File: src/rtl/memory_port_arbiter_if.sv
// Signal bundle around memory_port_arbiter: CPU and external requester ports,
// the shared data-memory port and the pause line. The arbiter uses the slave modport.
interface memory_port_arbiter_if;
  logic        cpu_req;
  logic        cpu_we;
  logic [2:0]  cpu_mode;
  logic [31:0] cpu_addr;
  logic [31:0] cpu_wdata;
  logic        cpu_gnt;
  logic        cpu_rvalid;
  logic [31:0] cpu_rdata;

  logic        ext_req;
  logic        ext_we;
  logic [31:0] ext_addr;
  logic [31:0] ext_wdata;
  logic        ext_gnt;
  logic        ext_rvalid;
  logic [31:0] ext_rdata;

  logic [31:0] mem_addr;
  logic [31:0] mem_wdata;
  logic [2:0]  mem_read_mode;
  logic [2:0]  mem_write_mode;
  logic [31:0] mem_rdata;
  logic        pause;

  modport slave (
    input  cpu_req, cpu_we, cpu_mode, cpu_addr, cpu_wdata,
    input  ext_req, ext_we, ext_addr, ext_wdata,
    input  mem_rdata,
    output cpu_gnt, cpu_rvalid, cpu_rdata,
    output ext_gnt, ext_rvalid, ext_rdata,
    output mem_addr, mem_wdata, mem_read_mode, mem_write_mode, pause
  );

  modport master (
    output cpu_req, cpu_we, cpu_mode, cpu_addr, cpu_wdata,
    output ext_req, ext_we, ext_addr, ext_wdata,
    output mem_rdata,
    input  cpu_gnt, cpu_rvalid, cpu_rdata,
    input  ext_gnt, ext_rvalid, ext_rdata,
    input  mem_addr, mem_wdata, mem_read_mode, mem_write_mode, pause
  );
endinterface

File: src/rtl/memory_port_arbiter.sv
// Serialises CPU and external word accesses onto the shared data-memory port.
// Define ARB_FAIRNESS_EN to bound how long a waiting CPU request can be held off by EXT.
module memory_port_arbiter #(
  parameter int unsigned READ_LATENCY  = 2,
  parameter int unsigned MAX_EXT_BURST = 4
) (
  input logic                  clk,
  input logic                  rst,
  memory_port_arbiter_if.slave bus
);

  localparam logic [2:0] MODE_NONE = 3'd0;
  localparam logic [2:0] MODE_WORD = 3'd3;
  localparam logic [2:0] LAT_LAST  = 3'(READ_LATENCY);

  if ((READ_LATENCY < 1) || (READ_LATENCY > 7) ||
      (MAX_EXT_BURST < 1) || (MAX_EXT_BURST > 15)) begin : g_bad_params
    $error("memory_port_arbiter: READ_LATENCY or MAX_EXT_BURST out of range");
  end

  typedef enum logic [1:0] {
    ST_IDLE  = 2'd0,
    ST_WRITE = 2'd1,
    ST_READ  = 2'd2,
    ST_RESP  = 2'd3
  } state_t;

  state_t      state_r,      state_nxt_s;
  logic        owner_ext_r,  owner_ext_nxt_s;
  logic [2:0]  lat_cnt_r,    lat_cnt_nxt_s;
  logic [31:0] addr_r,       addr_nxt_s;
  logic [31:0] wdata_r,      wdata_nxt_s;
  logic        cpu_gnt_r,    cpu_gnt_nxt_s;
  logic        ext_gnt_r,    ext_gnt_nxt_s;
  logic        cpu_rvalid_r, cpu_rvalid_nxt_s;
  logic        ext_rvalid_r, ext_rvalid_nxt_s;
  logic [31:0] cpu_rdata_r,  cpu_rdata_nxt_s;
  logic [31:0] ext_rdata_r,  ext_rdata_nxt_s;
  logic [2:0]  rd_mode_r,    rd_mode_nxt_s;
  logic [2:0]  wr_mode_r,    wr_mode_nxt_s;
  logic        pause_r,      pause_nxt_s;

  logic        any_req_s;
  logic        ext_wins_s;
  logic        win_we_s;
  logic [2:0]  win_mode_s;
  logic [31:0] win_addr_s;
  logic [31:0] win_wdata_s;

  assign any_req_s = bus.cpu_req | bus.ext_req;

`ifdef ARB_FAIRNESS_EN
  localparam logic [3:0] BURST_MAX = 4'(MAX_EXT_BURST);
  logic [3:0] burst_r;

  // EXT keeps priority until it has used its burst allowance against a waiting CPU
  always_comb begin
    if ((burst_r == BURST_MAX) && bus.cpu_req) begin
      ext_wins_s = 1'b0;
    end else begin
      ext_wins_s = bus.ext_req;
    end
  end

  // Consecutive EXT grants, saturating; any CPU grant restarts the count
  always_ff @(posedge clk) begin
    if (rst) begin
      burst_r <= 4'd0;
    end else if ((state_r == ST_IDLE) && any_req_s) begin
      if (!ext_wins_s) begin
        burst_r <= 4'd0;
      end else if (burst_r != BURST_MAX) begin
        burst_r <= burst_r + 4'd1;
      end else begin
        burst_r <= burst_r;
      end
    end else begin
      burst_r <= burst_r;
    end
  end
`else
  // Strict EXT priority: CPU wins only when EXT is not asking
  always_comb begin
    ext_wins_s = bus.ext_req;
  end
`endif

  // Select the winning requester's fields; EXT accesses are always WORD sized
  always_comb begin
    if (ext_wins_s) begin
      win_we_s    = bus.ext_we;
      win_mode_s  = MODE_WORD;
      win_addr_s  = bus.ext_addr;
      win_wdata_s = bus.ext_wdata;
    end else begin
      win_we_s    = bus.cpu_we;
      win_mode_s  = bus.cpu_mode;
      win_addr_s  = bus.cpu_addr;
      win_wdata_s = bus.cpu_wdata;
    end
  end

  // Next state plus next value of every output register (outputs are all flopped)
  always_comb begin
    state_nxt_s      = state_r;
    owner_ext_nxt_s  = owner_ext_r;
    lat_cnt_nxt_s    = lat_cnt_r;
    addr_nxt_s       = addr_r;
    wdata_nxt_s      = wdata_r;
    cpu_gnt_nxt_s    = 1'b0;
    ext_gnt_nxt_s    = 1'b0;
    cpu_rvalid_nxt_s = 1'b0;
    ext_rvalid_nxt_s = 1'b0;
    cpu_rdata_nxt_s  = cpu_rdata_r;
    ext_rdata_nxt_s  = ext_rdata_r;
    rd_mode_nxt_s    = MODE_NONE;
    wr_mode_nxt_s    = MODE_NONE;
    pause_nxt_s      = 1'b0;
    case (state_r)
      ST_IDLE: begin
        if (any_req_s) begin
          owner_ext_nxt_s = ext_wins_s;
          addr_nxt_s      = win_addr_s;
          wdata_nxt_s     = win_wdata_s;
          lat_cnt_nxt_s   = 3'd1;
          cpu_gnt_nxt_s   = ~ext_wins_s;
          ext_gnt_nxt_s   = ext_wins_s;
          pause_nxt_s     = ext_wins_s;
          if (win_we_s) begin
            state_nxt_s   = ST_WRITE;
            wr_mode_nxt_s = win_mode_s;
          end else begin
            state_nxt_s   = ST_READ;
            rd_mode_nxt_s = win_mode_s;
          end
        end else begin
          state_nxt_s = ST_IDLE;
        end
      end
      ST_WRITE: begin
        state_nxt_s = ST_IDLE;
      end
      ST_READ: begin
        pause_nxt_s = owner_ext_r;
        if (lat_cnt_r == LAT_LAST) begin
          state_nxt_s      = ST_RESP;
          cpu_rvalid_nxt_s = ~owner_ext_r;
          ext_rvalid_nxt_s = owner_ext_r;
          if (owner_ext_r) begin
            ext_rdata_nxt_s = bus.mem_rdata;
          end else begin
            cpu_rdata_nxt_s = bus.mem_rdata;
          end
        end else begin
          lat_cnt_nxt_s = lat_cnt_r + 3'd1;
          rd_mode_nxt_s = rd_mode_r;
        end
      end
      ST_RESP: begin
        state_nxt_s = ST_IDLE;
      end
      default: begin
        state_nxt_s = ST_IDLE;
      end
    endcase
  end

  // State and output registers; reset abandons any transaction in flight
  always_ff @(posedge clk) begin
    if (rst) begin
      state_r      <= ST_IDLE;
      owner_ext_r  <= 1'b0;
      lat_cnt_r    <= 3'd0;
      addr_r       <= 32'd0;
      wdata_r      <= 32'd0;
      cpu_gnt_r    <= 1'b0;
      ext_gnt_r    <= 1'b0;
      cpu_rvalid_r <= 1'b0;
      ext_rvalid_r <= 1'b0;
      cpu_rdata_r  <= 32'd0;
      ext_rdata_r  <= 32'd0;
      rd_mode_r    <= MODE_NONE;
      wr_mode_r    <= MODE_NONE;
      pause_r      <= 1'b0;
    end else begin
      state_r      <= state_nxt_s;
      owner_ext_r  <= owner_ext_nxt_s;
      lat_cnt_r    <= lat_cnt_nxt_s;
      addr_r       <= addr_nxt_s;
      wdata_r      <= wdata_nxt_s;
      cpu_gnt_r    <= cpu_gnt_nxt_s;
      ext_gnt_r    <= ext_gnt_nxt_s;
      cpu_rvalid_r <= cpu_rvalid_nxt_s;
      ext_rvalid_r <= ext_rvalid_nxt_s;
      cpu_rdata_r  <= cpu_rdata_nxt_s;
      ext_rdata_r  <= ext_rdata_nxt_s;
      rd_mode_r    <= rd_mode_nxt_s;
      wr_mode_r    <= wr_mode_nxt_s;
      pause_r      <= pause_nxt_s;
    end
  end

  assign bus.cpu_gnt        = cpu_gnt_r;
  assign bus.ext_gnt        = ext_gnt_r;
  assign bus.cpu_rvalid     = cpu_rvalid_r;
  assign bus.ext_rvalid     = ext_rvalid_r;
  assign bus.cpu_rdata      = cpu_rdata_r;
  assign bus.ext_rdata      = ext_rdata_r;
  assign bus.mem_addr       = addr_r;
  assign bus.mem_wdata      = wdata_r;
  assign bus.mem_read_mode  = rd_mode_r;
  assign bus.mem_write_mode = wr_mode_r;
  assign bus.pause          = pause_r;

endmodule

File: src/flat_wrapper.sv
// flat-port wrapper written by rule: the top's interface ports become plain ports
module memory_port_arbiter_flat 
#(
  parameter int unsigned READ_LATENCY  = 2,
  parameter int unsigned MAX_EXT_BURST = 4
)
  (clk, rst, bus_cpu_req, bus_cpu_we, bus_cpu_mode, bus_cpu_addr, bus_cpu_wdata, bus_ext_req, bus_ext_we, bus_ext_addr, bus_ext_wdata, bus_mem_rdata, bus_cpu_gnt, bus_cpu_rvalid, bus_cpu_rdata, bus_ext_gnt, bus_ext_rvalid, bus_ext_rdata, bus_mem_addr, bus_mem_wdata, bus_mem_read_mode, bus_mem_write_mode, bus_pause);
  memory_port_arbiter_if bus_i ();
  input logic clk;
  input logic rst;
  input wire logic [$bits(bus_i.cpu_req)-1:0] bus_cpu_req;
  input wire logic [$bits(bus_i.cpu_we)-1:0] bus_cpu_we;
  input wire logic [$bits(bus_i.cpu_mode)-1:0] bus_cpu_mode;
  input wire logic [$bits(bus_i.cpu_addr)-1:0] bus_cpu_addr;
  input wire logic [$bits(bus_i.cpu_wdata)-1:0] bus_cpu_wdata;
  input wire logic [$bits(bus_i.ext_req)-1:0] bus_ext_req;
  input wire logic [$bits(bus_i.ext_we)-1:0] bus_ext_we;
  input wire logic [$bits(bus_i.ext_addr)-1:0] bus_ext_addr;
  input wire logic [$bits(bus_i.ext_wdata)-1:0] bus_ext_wdata;
  input wire logic [$bits(bus_i.mem_rdata)-1:0] bus_mem_rdata;
  output wire logic [$bits(bus_i.cpu_gnt)-1:0] bus_cpu_gnt;
  output wire logic [$bits(bus_i.cpu_rvalid)-1:0] bus_cpu_rvalid;
  output wire logic [$bits(bus_i.cpu_rdata)-1:0] bus_cpu_rdata;
  output wire logic [$bits(bus_i.ext_gnt)-1:0] bus_ext_gnt;
  output wire logic [$bits(bus_i.ext_rvalid)-1:0] bus_ext_rvalid;
  output wire logic [$bits(bus_i.ext_rdata)-1:0] bus_ext_rdata;
  output wire logic [$bits(bus_i.mem_addr)-1:0] bus_mem_addr;
  output wire logic [$bits(bus_i.mem_wdata)-1:0] bus_mem_wdata;
  output wire logic [$bits(bus_i.mem_read_mode)-1:0] bus_mem_read_mode;
  output wire logic [$bits(bus_i.mem_write_mode)-1:0] bus_mem_write_mode;
  output wire logic [$bits(bus_i.pause)-1:0] bus_pause;
  assign bus_i.cpu_req = bus_cpu_req;
  assign bus_i.cpu_we = bus_cpu_we;
  assign bus_i.cpu_mode = bus_cpu_mode;
  assign bus_i.cpu_addr = bus_cpu_addr;
  assign bus_i.cpu_wdata = bus_cpu_wdata;
  assign bus_i.ext_req = bus_ext_req;
  assign bus_i.ext_we = bus_ext_we;
  assign bus_i.ext_addr = bus_ext_addr;
  assign bus_i.ext_wdata = bus_ext_wdata;
  assign bus_i.mem_rdata = bus_mem_rdata;
  assign bus_cpu_gnt = bus_i.cpu_gnt;
  assign bus_cpu_rvalid = bus_i.cpu_rvalid;
  assign bus_cpu_rdata = bus_i.cpu_rdata;
  assign bus_ext_gnt = bus_i.ext_gnt;
  assign bus_ext_rvalid = bus_i.ext_rvalid;
  assign bus_ext_rdata = bus_i.ext_rdata;
  assign bus_mem_addr = bus_i.mem_addr;
  assign bus_mem_wdata = bus_i.mem_wdata;
  assign bus_mem_read_mode = bus_i.mem_read_mode;
  assign bus_mem_write_mode = bus_i.mem_write_mode;
  assign bus_pause = bus_i.pause;
  memory_port_arbiter #(.READ_LATENCY(READ_LATENCY), .MAX_EXT_BURST(MAX_EXT_BURST)) u_core (.clk(clk), .rst(rst), .bus(bus_i));
endmodule
File: config.mk
export PLATFORM = sky130hd
export DESIGN_NAME = memory_port_arbiter_flat
export DESIGN_NICKNAME = d
export VERILOG_FILES = /design/src/rtl/memory_port_arbiter_if.sv /design/src/rtl/memory_port_arbiter.sv /design/src/flat_wrapper.sv
export SDC_FILE = /design/constraint.sdc
export NUM_CORES = 1
export LEC_CHECK = 0
export CORE_ASPECT_RATIO = 1.75
export CORE_MARGIN = 5
export CORE_UTILIZATION = 41
export DETAILED_ROUTE_END_ITERATION = 12
export GPL_TIMING_DRIVEN = 0
export PLACE_DENSITY = 0.81
export SLEW_MARGIN = 15
export SYNTH_ARGS = -nofsm -noshare
export SYNTH_HDL_FRONTEND = slang
export SYNTH_SLANG_ARGS = --single-unit
File: constraint.sdc
create_clock -name clk -period 1.6 [get_ports clk]
set_input_delay 0.24 -clock clk [delete_from_list [all_inputs] [get_ports clk]]
set_output_delay 0.24 -clock clk [all_outputs]
set_load 0.005 [all_outputs]
==> flow_metrics.env <==
export IMPL_status="finished clean"
export IMPL_r2r_setup_slack_ns=0.10
export IMPL_synthCells=660
export IMPL_wl_per_cell_um=19.2
export IMPL_core_um2=14900
export IMPL_arrival_ns=1.32
export IMPL_regToRegStartpoint="u_core.lat_cnt_r[0]"
export IMPL_slew_headroom_pct=62.0
export IMPL_crit_reg2reg_capture="u_core.bus.ext_rdata[3]"
export IMPL_drc=0
export IMPL_dieArea_um2=17900
export IMPL_pin_count=308
export IMPL_cts_hold_fix_buffers=0
export IMPL_vias_per_cell=5.38
export IMPL_synth_area_leaders="dfxtp_1, a21oi_1, mux2i_1"
export IMPL_p_per_area_nw_per_um2=993
export IMPL_worst_setup_path_type="register to primary output"
export IMPL_num_rows=59
export IMPL_pwr_share_clk_pct=39.5
export IMPL_ir_drop_mv=0.574
export IMPL_leakagePower_nw=3.80
export IMPL_cp_depth=1
export IMPL_crit_start="u_core.bus.mem_addr[13]"
export IMPL_synth_seq_area_share_pct=46.5
export IMPL_drv_cap=0
export IMPL_grt_pass1_vias=6721
export IMPL_min_period_over_period_pct=97.8
export IMPL_grt_pass1_wl_mm=35.3
export IMPL_path_max_fanout=2
export IMPL_total_power_mw=10.1
export IMPL_antenna_found_initial=0
export IMPL_drt_wl_total_mm=22.7
export IMPL_hold_viol=0
export IMPL_worst_setup_path_end_kind="primary output"
export IMPL_place_ws_ns=-0.549
export IMPL_vias=6352
export IMPL_pwr_share_seq_pct=39.3
export IMPL_finalSetupViolCount=0
export IMPL_finish_net_count=1156
export IMPL_areaGrowthSynthToFinish_pct=63.8
export IMPL_yosys_warnings=0
export IMPL_yosysTopAreaCell="dfxtp_1"
export IMPL_busiest_layer="met2"
export IMPL_start_util_pct=41.9
export IMPL_path_cells="clkdlybuf4s50_1"
export IMPL_grt_use_met2_pct=48.3
export IMPL_min_from="bus_ext_req"
export IMPL_insertion_delay_ns=0.42
export IMPL_met3_usage_pct=5.84
export IMPL_use_met1_pct=25.4
export IMPL_async_reset_ff_share_pct=0
export IMPL_ctsLongestPathBuffers=2
export IMPL_setup_slack_ns=0.0353
export IMPL_pwr_share_comb_pct=21.2
export IMPL_reg2reg_depth=7
export IMPL_cp_endpoint="bus_mem_addr[13]"
export IMPL_syn_cell_area_um2=6240
export IMPL_dr_first_iter_drc_count=161
export IMPL_synth_ff_type="dfxtp_1"
export IMPL_slew_viol_final=0
export IMPL_cts_root_buf="clkbuf_16"
export IMPL_startpoint_type="register"
export IMPL_crit_required_ns=1.36
export IMPL_tightest_slew_ns=0.570
export IMPL_hp_class="input port to register"
export IMPL_cp_top_family="buffers and inverters"
export IMPL_gp_congestion=0.946
export IMPL_yosys_area_top_type_share_pct=46.5
export IMPL_port_buffers=306
export IMPL_cts_sinks=145
export IMPL_synth_seq_cells=145
export IMPL_die_w_um=103
export IMPL_skew_ns=0.0206
export IMPL_p_int_mw=7.24
export IMPL_grt_ovfl_total=0
export IMPL_drt_pass1_iterations=4
export IMPL_fin_hold_ws_ns=0.331
export IMPL_swShare_pct=28.7
export IMPL_die_h_um=173
export IMPL_fmax_mhz=639
export IMPL_path_buf_inv=1
export IMPL_synth_nets=831
export IMPL_max_stage_delay_ns=0.56
export IMPL_synth_edf_count=0
export IMPL_postRouteAntennaNets=0
export IMPL_grt_util_all_layers_pct=25.3
export IMPL_ctsHtreeMaxLevel=4
export IMPL_fin_crit_ns=1.56
export IMPL_switching_power_mw=2.91
export IMPL_grt_max_degree=17
export IMPL_ys_types=40
export IMPL_rsz0062_at_grt="true"
export IMPL_clk_pin_slew_ns=0.06
export IMPL_syn_area_per_cell_um2=9.46
export IMPL_n_antenna_cell=0
export IMPL_hpwl_mm=17.9
export IMPL_drive_gt1_share_pct=14.0
export IMPL_crit_slowest_cell="clkdlybuf4s50_1"
export IMPL_cts_buffers=17
export IMPL_cts_tree="built"
-- placed cells by master (no fill, tap or decap), drive strengths merged, types with 2 or more instances in the layout --
| master | instances |
|---|---|
| nor4 | 2 |
| a21oi | 130 |
| a22o | 4 |
| and2 | 2 |
| clkbuf | 53 |
| nand2 | 5 |
| mux2i | 65 |
| ha | 2 |
| a211oi | 64 |
| clkdlybuf4s50 | 303 |
| nor3 | 6 |
| inv | 15 |
| o31a | 2 |
| buf | 38 |
| dlymetal6s2s | 2 |
| dfxtp | 145 |
| clkinv | 4 |
| nand3 | 64 |
| nor2 | 9 |
| o21ai | 65 |
-- state kept, by name, summed over array words and instances, names as in the netlist --
name / cells
u_core.bus.mem_read_mode: 3
u_core.state_r: 2
u_core.bus.pause: 1
u_core.bus.mem_addr: 32
u_core.bus.ext_gnt: 1
u_core.owner_ext_r: 1
u_core.bus.mem_write_mode: 3
u_core.bus.cpu_rdata: 32
u_core.lat_cnt_r: 3
u_core.bus.ext_rdata: 32
u_core.bus.ext_rvalid: 1
u_core.bus.cpu_gnt: 1
u_core.bus.mem_wdata: 32
u_core.bus.cpu_rvalid: 1
-- power groups by stage --
stage                     Clock, mW  Sequential, mW  Combinational, mW
final                          4.01            3.99               2.15
after global routing           4.20            4.01               2.32
after detailed placement          0            4.06               2.13
after global placement            0            4.05               2.12
after floorplan                   0            4.07              0.923
after CTS                      4.08            3.98               2.16
-- logic make-up after synthesis --
logic type	count (synthesis)	share of synthesized area, %
buf+inv	80	6.25
flops	145	46.5
fa+ha+maj	2	0.401
compound gates	269	28.1
mux	65	10.4
simple gates	99	8.34
-- worst min-delay path by stage --
stage | end | slack [ns] | cells after the start
floorplan | u_core.bus.mem_write_mode[2] | 0.36 | 2
global placement | u_core.bus.ext_rdata[9] | 0.46 | 2
detailed placement | u_core.bus.cpu_rdata[9] | 0.47 | 2
CTS | u_core.bus.ext_gnt | 0.32 | 3
global route | u_core.bus.ext_gnt | 0.35 | 3
finish | u_core.bus.ext_gnt | 0.33 | 3
-- cells in the mapped netlist, drive strengths merged, types with 2 or more instances --
cell / instances
nor3: 6
nor4: 2
mux2i: 65
inv: 6
a22o: 4
a21oi: 130
nand3: 64
nor2: 9
ha: 2
dfxtp: 145
o31a: 2
clkbuf: 37
buf: 37
a211oi: 64
and2: 2
o21ai: 65
nand2: 5
-- area by class of cell --
class	instances	area [µm²]
Fill cell	1224	4690
Multi-Input combinational cell	435	2980
Buffer	73	425
Tap cell	183	229
Sequential cell	145	2900
Inverter	6	22.5
Timing Repair Buffer	307	3070
Clock inverter	15	165
Clock buffer	17	425
-- metal layers --
metal  routed length (µm)  part of all wire [%]
met1                 7810                    34
met2                12800                    56
met3                 1440                   6.3
met4                  632                   2.8
met5                    0                     0
-- through the flow --
stage	std cells	TNS (ns)	cell area (µm²)	util [%]
CTS	1182	0	10200	68.3
global placement	1149	-51.89	9530	63.9
finish	1181	0	10200	68.6
global route	1181	-0.0445	10200	68.6
floorplan	660	0	6240	-
detailed placement	1149	-55.11	9530	63.9
-- what timing repair did --
| item | CTS | global route |
|---|---|---|
| pin swaps | 1 | 0 |
| gates cloned | 1 | 0 |
| setup endpoints to repair | 111 | 124 |
| gates resized for setup | 20 | 54 |
| buffers inserted | 0 | 0 |
Power figures use the tool's default switching activity.
